### config.mk
export PLATFORM = sky130hd
export DESIGN_NAME = spi_frame_interceptor
export DESIGN_NICKNAME = d
export VERILOG_FILES = /design/src/rtl/spi_frame_interceptor_pkg.sv /design/src/rtl/spi_frame_interceptor_edge.sv /design/src/rtl/spi_frame_interceptor.sv
export SDC_FILE = /design/constraint.sdc
export NUM_CORES = 1
export LEC_CHECK = 0
export ABC_AREA = 1
export CELL_PAD_IN_SITES_DETAIL_PLACEMENT = 2
export CELL_PAD_IN_SITES_GLOBAL_PLACEMENT = 2
export CORE_MARGIN = 3
export CORE_UTILIZATION = 33
export CTS_CLUSTER_SIZE = 28
export DETAILED_ROUTE_END_ITERATION = 8
export PLACE_DENSITY = 0.87
export SLEW_MARGIN = 20
export SYNTH_ARGS = -nofsm -noshare
export SYNTH_HDL_FRONTEND = slang
export SYNTH_SLANG_ARGS = --single-unit
### constraint.sdc
create_clock -name sys_clk -period 1.61 [get_ports sys_clk]
set_input_delay 0.4025 -clock sys_clk [delete_from_list [all_inputs] [get_ports sys_clk]]
set_output_delay 0.4025 -clock sys_clk [all_outputs]
set_load 0.01 [all_outputs]
### src/rtl/spi_frame_interceptor_pkg.sv
// Shared types and constants for the SPI frame interceptor.
// The optional hit counter is enabled with SPI_INTERCEPT_COUNT_EN (see spi_frame_interceptor.sv).
package spi_frame_interceptor_pkg;

    localparam int SPI_BYTE_W = 8;

    localparam logic [SPI_BYTE_W-1:0] TRIGGER_CMD_DEF  = 8'h03;
    localparam logic [SPI_BYTE_W-1:0] REPLACE_BYTE_DEF = 8'hAA;

    typedef enum logic [2:0] {
        WAIT_IDLE = 3'd0,
        IDLE      = 3'd1,
        CMD       = 3'd2,
        PASS      = 3'd3,
        INJECT    = 3'd4
    } state_e;

endpackage

### src/rtl/spi_frame_interceptor_edge.sv
// spi_edge_detect: registers a 1-bit signal and flags rising/falling edges
// in the cycle where the live value differs from the registered one.
module spi_edge_detect #(
    parameter logic RESET_VAL = 1'b0
) (
    input  logic clk_i,
    input  logic rst_i,
    input  logic sig_i,
    output logic prev_o,
    output logic rise_o,
    output logic fall_o
);

    logic prev_q;

    always_ff @(posedge clk_i or posedge rst_i) begin
        if (rst_i) begin
            prev_q <= RESET_VAL;
        end else begin
            prev_q <= sig_i;
        end
    end

    assign prev_o = prev_q;
    assign rise_o = sig_i & ~prev_q;
    assign fall_o = ~sig_i & prev_q;

endmodule

### src/rtl/spi_frame_interceptor.sv
// Frame-aware SPI mode-0 interceptor: one-cycle registered passthrough, with MISO
// replaced by REPLACE_BYTE after a TRIGGER_CMD command. Macro SPI_INTERCEPT_COUNT_EN adds hit_count.
module spi_frame_interceptor
    import spi_frame_interceptor_pkg::*;
#(
    parameter logic [SPI_BYTE_W-1:0] TRIGGER_CMD  = TRIGGER_CMD_DEF,
    parameter logic [SPI_BYTE_W-1:0] REPLACE_BYTE = REPLACE_BYTE_DEF
) (
    input  logic       sys_clk,
    input  logic       rst,
    input  logic       en,
    input  logic       miso_in,
    input  logic       mosi_in,
    input  logic       sclk_in,
    input  logic       ss_in,
    output logic       miso_out,
    output logic       mosi_out,
    output logic       sclk_out,
    output logic       ss_out,
    output logic       active,
`ifdef SPI_INTERCEPT_COUNT_EN
    output logic [7:0] hit_count,
`endif
    output logic [2:0] state_o
);

    logic sclk_prev, sclk_rise, sclk_fall;
    logic ss_prev, ss_rise, ss_fall;

    state_e                  state_q, state_d;
    logic                    en_frame_q, en_frame_d;
    logic [2:0]              cnt_q, cnt_d;
    logic [SPI_BYTE_W-1:0]   cmd_q, cmd_d;
    logic                    cmd_done_q, cmd_done_d;
    logic [SPI_BYTE_W-1:0]   rep_q, rep_d;
    logic                    bit_q, bit_d;
    logic                    miso_q, miso_d;
    logic                    mosi_q;

    // The edge detectors' history registers double as the SCLK/SS passthrough stage.
    spi_edge_detect #(.RESET_VAL(1'b0)) u_sclk_edge (
        .clk_i  (sys_clk),
        .rst_i  (rst),
        .sig_i  (sclk_in),
        .prev_o (sclk_prev),
        .rise_o (sclk_rise),
        .fall_o (sclk_fall)
    );

    spi_edge_detect #(.RESET_VAL(1'b1)) u_ss_edge (
        .clk_i  (sys_clk),
        .rst_i  (rst),
        .sig_i  (ss_in),
        .prev_o (ss_prev),
        .rise_o (ss_rise),
        .fall_o (ss_fall)
    );

    always_comb begin
        state_d    = state_q;
        en_frame_d = en_frame_q;
        cnt_d      = cnt_q;
        cmd_d      = cmd_q;
        cmd_done_d = 1'b0;
        rep_d      = rep_q;
        // Outside INJECT the bit register follows MISO so entry never shows a stale bit.
        bit_d      = (state_q == INJECT) ? bit_q : miso_in;

        case (state_q)
            WAIT_IDLE: begin
                if (ss_in) begin
                    state_d = IDLE;
                end
            end
            IDLE: begin
                if (ss_fall) begin
                    state_d    = CMD;
                    en_frame_d = en;
                    cnt_d      = 3'd0;
                    cmd_d      = '0;
                    // A coincident SCLK rise is the first command bit.
                    if (sclk_rise) begin
                        cmd_d = {{(SPI_BYTE_W-1){1'b0}}, mosi_in};
                        cnt_d = 3'd1;
                    end
                end
            end
            CMD: begin
                if (ss_rise) begin
                    state_d = IDLE;
                end else if (cmd_done_q) begin
                    if (cmd_q == TRIGGER_CMD && en_frame_q) begin
                        state_d = INJECT;
                        rep_d   = REPLACE_BYTE;
                        cnt_d   = 3'd0;
                    end else begin
                        state_d = PASS;
                    end
                end else if (sclk_rise) begin
                    cmd_d = {cmd_q[SPI_BYTE_W-2:0], mosi_in};
                    cnt_d = cnt_q + 3'd1;
                    if (cnt_q == 3'd7) begin
                        cmd_done_d = 1'b1;
                    end
                end
            end
            PASS: begin
                if (ss_rise) begin
                    state_d = IDLE;
                end
            end
            INJECT: begin
                if (ss_rise) begin
                    state_d = IDLE;
                end else if (sclk_fall) begin
                    bit_d = rep_q[SPI_BYTE_W-1];
                    cnt_d = cnt_q + 3'd1;
                    rep_d = (cnt_q == 3'd7) ? REPLACE_BYTE
                                            : {rep_q[SPI_BYTE_W-2:0], 1'b0};
                end
            end
            default: begin
                state_d = WAIT_IDLE;
            end
        endcase

        miso_d = (state_q == INJECT) ? bit_q : miso_in;
    end

    always_ff @(posedge sys_clk or posedge rst) begin
        if (rst) begin
            state_q    <= WAIT_IDLE;
            en_frame_q <= 1'b0;
            cnt_q      <= 3'd0;
            cmd_q      <= '0;
            cmd_done_q <= 1'b0;
            rep_q      <= '0;
            bit_q      <= 1'b0;
            miso_q     <= 1'b0;
            mosi_q     <= 1'b0;
        end else begin
            state_q    <= state_d;
            en_frame_q <= en_frame_d;
            cnt_q      <= cnt_d;
            cmd_q      <= cmd_d;
            cmd_done_q <= cmd_done_d;
            rep_q      <= rep_d;
            bit_q      <= bit_d;
            miso_q     <= miso_d;
            mosi_q     <= mosi_in;
        end
    end

`ifdef SPI_INTERCEPT_COUNT_EN
    logic [7:0] hit_q, hit_d;

    always_comb begin
        hit_d = hit_q;
        if (state_q == CMD && state_d == INJECT && hit_q != 8'hFF) begin
            hit_d = hit_q + 8'd1;
        end
    end

    always_ff @(posedge sys_clk or posedge rst) begin
        if (rst) begin
            hit_q <= 8'd0;
        end else begin
            hit_q <= hit_d;
        end
    end

    assign hit_count = hit_q;
`endif

    assign miso_out = miso_q;
    assign mosi_out = mosi_q;
    assign sclk_out = sclk_prev;
    assign ss_out   = ss_prev;
    assign active   = (state_q == INJECT);
    assign state_o  = state_q;

endmodule
Yosys cells after proc, flatten, opt, wreduce, memory -nomap -nowiden
Cells that the tools add are included.

cells by class
  $add $sub $neg = 1
  divide/modulo/power cells = 0
  reduce and logical (&&, ||, !) cells = 11
  equality and inequality tests = 19
  multipliers = 0
  multiplexer cells = 38
  $lt $le $gt $ge = 0
  shift-type cells = 0
  bitwise operators = 8

operator list
  kind                                                    count
  two-way mux 8 bit                                       10
  two-way mux 3 bit                                       13
  one-hot mux 8 bit (2 select lines)                      2
  inequality test 2 bit (second input constant)           8
  one-hot mux 3 bit (4 select lines)                      1
  two-way mux 1 bit                                       11
  inequality test 3 bit (second input constant)           3
  one-hot mux 3 bit (3 select lines)                      1
  == test 8 x 2 -> 1 bit (second input constant)          1
  AND reduction 7 bit                                     1
  == test 3 x 2 -> 1 bit (second input constant)          2
  == test 3 bit (second input constant)                   2
  AND reduction 6 bit                                     1
  AND reduction 5 bit                                     1
  bitwise AND 1 bit                                       4
  inequality test 2 x 1 -> 1 bit (second input constant)  2
  inverter 1 bit                                          4
  AND reduction 4 bit                                     1
  nonzero test 2 bit                                      2
  adder 3 x 1 -> 3 bit (second input constant)            1
  == test 3 x 1 -> 1 bit (second input constant)          1
  zero test 3 bit                                         1
  nonzero test 3 bit                                      1
  AND reduction 2 bit                                     1
  2 further kinds                                         2

word-level totals
  RAM bits = 0
  bits in registers = 29
  bits in latches = 0
  bits in read-only memories = 0
  memories kept = 0
  output and inout port bits = 8
  word-level logic and storage cells = 88
  input bits = 7

Longest topological paths before layout
Gate-level depths: netlist (run 1).

  depth after elaboration = 6
  mapped depth = 10

Hierarchy
Synthesis (run 1) repeated with hierarchy kept, for this count alone.

unflattened totals
  cell total of the unflattened synthesis = 194
  area, all modules = 1512.7 µm²

modules (own cells, without submodules)
  module                          times used  area each (µm²)  seq. area each (µm²)  cells an instance
  spi_frame_interceptor           1           1423.9           650.6                 182
  spi_edge_detect at u_ss_edge    1           45.0             26.3                  6
  spi_edge_detect at u_sclk_edge  1           43.8             25.0                  6

Worst setup path after synthesis (run 1)
No wires, ideal clock.

  path type = register to register
  from = reg u_ss_edge.prev_q, in the netlist u_ss_edge.prev_o
  to = reg rep_q[1]
  period minus slack after synthesis = 1.468 ns
  slack = 0.142 ns
  cell stages (with the launch flop) = 11
  data required time = 1.483 ns
  setup time = 0.127 ns
  path buffers = 1
  data arrival time = 1.341 ns
  cells stage by stage = dfstp_2 inv_1 nand2_1 nand2_1 nand2_2 nand2_1 nor2_2 nand2_2 buf_6 nand2_1 o21ai_2

on the way
  longest elaborated chain between the ends = 4
  elaborated cells on any way between the ends = 5
  those cells by class = eq/ne: 2; bitwise: 2; reduce/logical: 1

RTL lines
  what                             line                              RTL
  from (decl)                      spi_frame_interceptor_edge.sv:14  logic prev_q;
  from (signal assigned)           spi_frame_interceptor_edge.sv:20  prev_q <= sig_i;
  inverter 1 bit *                 spi_frame_interceptor_edge.sv:25  assign rise_o = sig_i & ~prev_q;
  bitwise AND 1 bit *              spi_frame_interceptor_edge.sv:25
  inequality test 2 bit (no line)  -
  AND reduction 6 bit (no line) *  -
  to (signal assigned)             spi_frame_interceptor.sv:147      rep_q <= rep_d;
  to (decl)                        spi_frame_interceptor.sv:35       logic [SPI_BYTE_W-1:0] rep_q, rep_d;

Every way passes the cells marked *; elsewhere a longest branch is shown, timed or not.
A chain may end at the register's enable or synchronous reset.

Final worst setup path (run 1)
  from = reg state_q[0], in the netlist state_o[0]
  to = reg cnt_q[0]

on the way
  longest elaborated chain between the ends = 3
  elaborated cells on any way between the ends = 12
  those cells by class = eq/ne: 9; mux: 1; reduce/logical: 2

RTL lines
  what                                                     line                          RTL
  from (decl)                                              spi_frame_interceptor.sv:30   state_e state_q, state_d;
  from (signal assigned)                                   spi_frame_interceptor.sv:142  state_q <= state_d;
  == test 3 x 2 -> 1 bit (tied with other cells)           spi_frame_interceptor.sv:69   case (state_q)
  inequality test 3 bit (no line) (tied with other cells)  -
  AND reduction 7 bit (no line)                            -
  to (signal assigned)                                     spi_frame_interceptor.sv:144  cnt_q <= cnt_d;
  to (decl)                                                spi_frame_interceptor.sv:32   logic [2:0] cnt_q, cnt_d;

Parallel ways exist; a longest one is shown, timed or not.

==> results of run 1 <==
## flip-flops by register name, indices dropped and copies added, names as in the netlist
register            flops
cmd_q                   8
rep_q                   7
cnt_q                   3
state_o                 3
bit_q                   1
cmd_done_q              1
en_frame_q              1
miso_out                1
mosi_out                1
u_sclk_edge.prev_o      1
u_ss_edge.prev_o        1
## power by group
group,switching [mW],leakage [nW],total (mW),internal (mW)
combinational,1.46,0.672,2.27,0.816
clock,0.250,0.0357,0.584,0.334
sequential,0.136,0.360,0.990,0.854
## worst max path at each step
stage               slack [ns]  depth (start not counted)              endpoint                        from
detailed placement       -0.51                          9  cnt_q[2]$_DFFE_PP0P_                       ss_in
floorplan                 0.14                         10  rep_q[1]$_DFFE_PP0P_  u_ss_edge.prev_o$_DFF_PP1_
finish                   -0.10                         10  cnt_q[0]$_DFFE_PP0P_      state_o[0]$_DFFE_PP0P_
CTS                      -0.06                          4                active      state_o[1]$_DFFE_PP0P_
global placement         -0.25                          8  cmd_q[5]$_DFFE_PP0P_                     sclk_in
global route             -0.15                         10  cnt_q[0]$_DFFE_PP0P_      state_o[0]$_DFFE_PP0P_
## final cells by class
class / count / area share, %
clock buffers: 3 / 1.84
clock inverters: 1 / 1.34
inverters: 14 / 2.67
multi-input cells: 136 / 42.0
flip-flops and latches: 28 / 31.3
well taps: 50 / 2.79
repair buffers: 46 / 18.1
## per-layer routing
| metal | vias to the layer above | track usage [%] | part of all wire, % |
|---|---|---|---|
| met1 | 806 | 33.1 | 42 |
| met3 | 12 | 3.03 | 5.0 |
| li1 | 673 | - | - |
| met5 | - | 0 | 0 |
| met4 | 0 | 13.7 | 2.8 |
| met2 | 53 | 47.2 | 50 |
## layout by cell type, fill, tap and decap left out
| cell | n |
|---|---|
| sky130_fd_sc_hd__nand2_1 | 30 |
| sky130_fd_sc_hd__nand2_2 | 29 |
| sky130_fd_sc_hd__buf_4 | 27 |
| sky130_fd_sc_hd__dfrtp_1 | 26 |
| sky130_fd_sc_hd__o21ai_2 | 15 |
| sky130_fd_sc_hd__nor2_1 | 13 |
| sky130_fd_sc_hd__inv_1 | 10 |
| sky130_fd_sc_hd__nand2_4 | 8 |
| sky130_fd_sc_hd__nor2_4 | 7 |
| sky130_fd_sc_hd__nand3_1 | 7 |
| sky130_fd_sc_hd__nand3_2 | 5 |
| sky130_fd_sc_hd__clkdlybuf4s50_1 | 5 |
| sky130_fd_sc_hd__buf_6 | 5 |
| sky130_fd_sc_hd__nand3_4 | 4 |
| sky130_fd_sc_hd__dlygate4sd2_1 | 4 |
| sky130_fd_sc_hd__inv_2 | 3 |
| sky130_fd_sc_hd__o21ai_0 | 3 |
| sky130_fd_sc_hd__clkbuf_8 | 3 |
| sky130_fd_sc_hd__nor2_2 | 2 |
| sky130_fd_sc_hd__a21boi_1 | 2 |
| sky130_fd_sc_hd__ha_1 | 2 |
| sky130_fd_sc_hd__dlymetal6s2s_1 | 2 |
| sky130_fd_sc_hd__inv_8 | 1 |
| sky130_fd_sc_hd__o21ai_4 | 1 |
| sky130_fd_sc_hd__a21oi_2 | 1 |
| sky130_fd_sc_hd__nand4_1 | 1 |
| sky130_fd_sc_hd__a21oi_1 | 1 |
| sky130_fd_sc_hd__mux2_2 | 1 |
| sky130_fd_sc_hd__nor3_2 | 1 |
| sky130_fd_sc_hd__o21ai_1 | 1 |
| sky130_fd_sc_hd__nand3b_1 | 1 |
| sky130_fd_sc_hd__o211ai_1 | 1 |
| sky130_fd_sc_hd__bufinv_16 | 1 |
| sky130_fd_sc_hd__buf_2 | 1 |
| sky130_fd_sc_hd__clkdlybuf4s15_2 | 1 |
| sky130_fd_sc_hd__buf_12 | 1 |
| sky130_fd_sc_hd__dfrtp_2 | 1 |
| sky130_fd_sc_hd__dfstp_2 | 1 |
## timing repair
item                       CTS  global route
gates resized for setup     50            42
setup buffers                6             4
cloned                       2             0
setup endpoints to repair   27            24
pin swaps                   14            15
hold buffers                 0             0
## metrics by stage
| stage | hold slack, ns | setup slack, ns | instances |
|---|---|---|---|
| 6_report | 0.341 | -0.102 | 278 |
| 5_1_grt | 0.354 | -0.151 | 278 |
| 4_1_cts | 0.455 | -0.0638 | 274 |
| 3_5_place_dp | 0.485 | -0.506 | 262 |
| 3_3_place_gp | 0.457 | -0.251 | 262 |
| 2_1_floorplan | 0.407 | 0.142 | 179 |
## logic make-up (layout without fill, tap and decap cells)
family	after synthesis	count (layout)	share of synthesized area, %
mux	1	1	0.763
flops	28	28	47.6
fa+ha+maj	2	2	1.70
simple gates	106	108	31.5
compound gates	25	25	13.1
buf+inv	17	64	5.43
==> impl_metrics.env, run 1 <==
export IMPL_vias_in_the_first_global_route=1780
export IMPL_synth_distinct_cells=22
export IMPL_detail_route_vias_per_cell=5.55
export IMPL_drt_first_iter_violations=100
export IMPL_ratio_of_cells_with_drive_above_1_in_the_final_layout_pct=52.2
export IMPL_r2r_depth=10
export IMPL_clock_tree_buffer_depth=2
export IMPL_critical_path_max_stage_delay_ns=0.42
export IMPL_synth_top_cells_by_area="sky130_fd_sc_hd__dfrtp_1, sky130_fd_sc_hd__nand2_1, sky130_fd_sc_hd__o21ai_2"
export IMPL_reg2reg_capture_point="cnt_q[0]$_DFFE_PP0P_"
export IMPL_outcome="finished with violations"
export IMPL_finalCriticalPeriod_ns=1.71
export IMPL_dr_total_vias=1544
export IMPL_tritoncts_num_buffers=3
export IMPL_postPlaceCellArea_um2=1830
export IMPL_hold_start="sclk_in"
export IMPL_worstHoldPathType="primary input to flip-flop"
export IMPL_largest_net_degree_at_the_start_of_global_routing=29
export IMPL_violations="negative setup slack"
export IMPL_power_density_over_cell_area_nw_per_um2=1710
export IMPL_asyncSetResetFlopFracSynth_pct=100
export IMPL_syn_area_per_cell_um2=8.24
export IMPL_cts_root_buf="sky130_fd_sc_hd__clkbuf_8"
export IMPL_yosysWarnings=0
export IMPL_register_area_um2=703
export IMPL_reg2reg_setup_slack_ns=-0.10
export IMPL_firstDrtPassIters=4
export IMPL_tritoncts="built"
export IMPL_list_of_cells_traversed_by_the_critical_path="buf_6 -> buf_6 -> nor2_4 -> nand2_4 -> inv_8 -> buf_6 -> nand3_4 -> nand2_2 -> nand2_1 -> nand2_2"
export IMPL_ys_dominant_reg_cell="sky130_fd_sc_hd__dfrtp_1"
export IMPL_crit_path_frequent_cell="sky130_fd_sc_hd__buf_6"
export IMPL_timing_final_setup_violations=21
export IMPL_fillers=432
export IMPL_syn_area_um2=1480
export IMPL_yosysSeqAreaShare_pct=47.6
export IMPL_syn_nets=188
export IMPL_synth_cells_most_frequent="sky130_fd_sc_hd__nand2_1, sky130_fd_sc_hd__dfrtp_1, sky130_fd_sc_hd__nor2_1"
export IMPL_utilization_pct=54.2
export IMPL_grt_overflow=0
export IMPL_clock_skew_ns=0.00337
export IMPL_route_detailed_wl_per_inst_um=25.8
export IMPL_cp_num_buf_inv=4
export IMPL_layout_worst_path_cycle_share_pct=106
export IMPL_floorplan_initialDensity_pct=35.6
export IMPL_netlist_top_cell_by_area="sky130_fd_sc_hd__dfrtp_1"
export IMPL_num_io_pins=15
export IMPL_detailedPlacementHpwl_um=3810
export IMPL_crit_path_end_kind="flip-flop"
export IMPL_totalWireLength_um=7160
export IMPL_clock_latency_ns=0.29
export IMPL_grt_use_total_pct=27.2
export IMPL_route_antenna_remaining_nets=0
export IMPL_crit_type="flip-flop to flip-flop"
export IMPL_final_critical_path_setup_slack_ns=-0.102
export IMPL_n_antenna_cell=0
export IMPL_multi_input_area_um2=943
export IMPL_synth_largest_type_area_fraction_pct=45.8
export IMPL_yosysMostFrequentCell="sky130_fd_sc_hd__nand2_1"
export IMPL_regToRegStartpoint="state_o[0]$_DFFE_PP0P_"
export IMPL_antenna_found_initial=0
export IMPL_cap_violations=0
export IMPL_irDropWorstVdd_uv=792
export IMPL_grt_setup_unrepaired="true"
export IMPL_crit_required_ns=1.84
export IMPL_p_total_mw=3.85
export IMPL_max_slew_margin_pct=78.5
export IMPL_worst_path_max_delay_cell="sky130_fd_sc_hd__dfrtp_1"
export IMPL_fin_nets=238
export IMPL_clock_fmax_mhz=584
export IMPL_timing_critical_path_arrival_ns=1.94
export IMPL_leakagePower_nw=1.07
export IMPL_synth_enable_flop_cells=0
export IMPL_cts_reportedPaths_clkPinSlew_ns=0.10
export IMPL_number_of_max_slew_violations_in_the_final_report=0
export IMPL_critical_path_top_delay_family="simple AND/OR/NAND/NOR gates"
export IMPL_max_fanout_on_critical_path=7
export IMPL_postSynthRegisterBits=28
export IMPL_grt_first_pass_wirelength_um=10400
export IMPL_tritoncts_num_sinks=28
export IMPL_worst_slew_pin_transition_ns=0.322
export IMPL_floorplan_die_height_um=72.9
export IMPL_finalWeightedCongestion=0.782
export IMPL_placement_rows=23
export IMPL_hold_path_depth=1
export IMPL_cts_htree_levels=1
export IMPL_timing_setup_tns_ns=-0.706
export IMPL_die_width_um=72.9
export IMPL_final_hold_fails=0
export IMPL_start_kind="flip-flop"
export IMPL_core_area_um2=4140
export IMPL_finalInstanceArea_um2=2250
export IMPL_synth_cells=179
export IMPL_drc_errors=0
export IMPL_floorplan_die_area_um2=5310
export IMPL_portBuffers=14
export IMPL_layout_area_overhead_vs_synth_pct=52.2
export IMPL_timing_hold_worst_endpoint="u_sclk_edge.prev_o$_DFF_PP0_"
Power figures use the tool's default switching activity.
==> run 2, diff against run 1 <==
--- a/config.mk
+++ b/config.mk
@@ -10,6 +10,7 @@
 export CELL_PAD_IN_SITES_GLOBAL_PLACEMENT = 2
 export CORE_MARGIN = 3
 export CORE_UTILIZATION = 33
+export CTS_CLUSTER_DIAMETER = 100
 export CTS_CLUSTER_SIZE = 28
 export DETAILED_ROUTE_END_ITERATION = 8
 export PLACE_DENSITY = 0.87
==> results of run 2 <==
Final layout, timing and power as in run 1 (identical DEF).
==> RTL change: new RTL, config.mk and constraints of run 2 <==
`RESET_VAL` is set to 1'b0 in 2 places; all go to 1'b1.
--- a/src/rtl/spi_frame_interceptor_edge.sv
+++ b/src/rtl/spi_frame_interceptor_edge.sv
@@ -3,3 +3,3 @@
 module spi_edge_detect #(
-    parameter logic RESET_VAL = 1'b0
+    parameter logic RESET_VAL = 1'b1
 ) (
--- a/src/rtl/spi_frame_interceptor.sv
+++ b/src/rtl/spi_frame_interceptor.sv
@@ -40,3 +40,3 @@
     // The edge detectors' history registers double as the SCLK/SS passthrough stage.
-    spi_edge_detect #(.RESET_VAL(1'b0)) u_sclk_edge (
+    spi_edge_detect #(.RESET_VAL(1'b1)) u_sclk_edge (
         .clk_i  (sys_clk),
Check against the original RTL: not equivalent (Yosys sat finds a counterexample within 4 cycles, from zero or initial values and one cycle with rst high).
==> RTL change against run 2 <==
The flow still finishes with violations (setup timing); area after synthesis hardly changed; routed wire length down 11%; first-iteration DRC count shrank 47%; sequential cell count stayed put; design area decreased by 4.3%; utilization is 2.3 points lower; worst setup slack better by 0.070 ns; hold slack worse by 0.069 ns; total power is 9.7% lower; global-route usage down 5.8 points; critical endpoint is now rep_q[7].
==> RTL change: results (changes against run 2) <==
* Register area share after synthesis at 47.63% (about the same)
* Multiplexer area fraction after synthesis at 0.7627% (about the same)
* Most common library cells after synthesis: nand2_1 (59), dfrtp_1 (26), nor2_1 (18), o21ai_2 (16), nand3_1 (14)
* Clock skew at 0.009346 ns (+0.005976 ns)
* Yosys top cell area share at 44.07% (-1.7 points)
* Reg-to-reg critical path endpoint: rep_q[7]
* P_sw at 1.623 mW (-12%)
* CP arrival at 1.86 ns (-0.08 ns)
* Setup-failing EPs final at 4 (-81%)
* Final HPWL DP at 3.483 mm (-8.6%)
* Slew headroom at 78.24% (-0.29 points)
* Place WS at -0.4801 ns (+0.02626 ns)
* Run status: finished with violations
* Initial drt markers at 53 (-47%)
* Placer congestion estimate at 0.8422 (+7.7%)
* Grt met3 use at 2.479% (-0.55 points)
* Tot GR Track Use at 21.40% (-5.8 points)
* Min Hold Slack at 0.2727 ns (-0.06857 ns)
* Post-Route M1 WL at 2.626 mm (-13%)
* Number of global-route vias before repair at 1620 (-9.0%)
* Leakage power at 1.043 nW (-2.3%)
* Failing checks: setup timing
* Final worst setup slack at -0.03171 ns (+0.07034 ns)
* Metal2 WL at 3.360 mm (-5.8%)
* Seq pwr share at 28.5% (+2.8 points)
* Routed WL at 6.341 mm (-11%)
* Routed vias at 1489 (-3.6%)
* F_max at 609.1 MHz (+4.3%)
* First-pass GRT wire length at 8.652 mm (-16%)
* M1 GR Usage at 25.95% (-7.1 points)
* Layout Nets at 234 (-1.7%)
* GR Layer Usage met2 at 40.38% (-6.8 points)
[RTL change: cell types whose count changed after synthesis]
cell,run 2,this run
dfrtp_1,27,26
dfstp_2,1,2
[RTL change: stage by stage]
step / utilization, % / TNS [ns] / std cells
after floorplan: - / 0 / 179
after global placement: 43.78 / -5.758 / 260
after detailed placement: 43.78 / -8.096 / 260
after CTS: 47.13 / -0.06944 / 265
after global routing: 51.87 / -0.7353 / 274
final: 51.87 / -0.05114 / 274
[RTL change: timing repair]
action,4_1_cts,5_1_grt
gates resized for setup,22,47
buffers inserted,0,8
pin swaps,2,12
gates cloned,1,1
setup endpoints to repair,27,26
[RTL change: worst max-delay path by stage]
| stage | to | depth (start not counted) | start | slack (ns) |
|---|---|---|---|---|
| floorplan | rep_q[1] | 10 | u_ss_edge.prev_o | 0.14 |
| global placement | cnt_q[2] | 10 | sclk_in | -0.34 |
| detailed placement | cnt_q[0] | 9 | ss_in | -0.48 |
| CTS | rep_q[7] | 9 | state_o[0] | -0.02 |
| global route | rep_q[3] | 8 | state_o[1] | -0.1 |
| finish | rep_q[7] | 8 | state_o[0] | -0.03 |
[RTL change: final cells by class]
| cell class | count | area [µm²] |
|---|---|---|
| fill | 442 | 1994 |
| tap | 50 | 62.56 |
| timing repair buffer | 42 | 374.1 |
| inverter | 14 | 57.56 |
| multi-input combinational | 136 | 879.6 |
| clock inverter | 1 | 30.03 |
| clock buffer | 3 | 41.29 |
| sequential | 28 | 704.4 |
[RTL change: cells by family after synthesis]
| family | Yosys count |
|---|---|
| and+or+nand+nor | 106 |
| DFF | 28 |
| AOI/OAI and AO/OA | 25 |
| buffers and inverters | 17 |
| adders and majority gates | 2 |
| muxes | 1 |
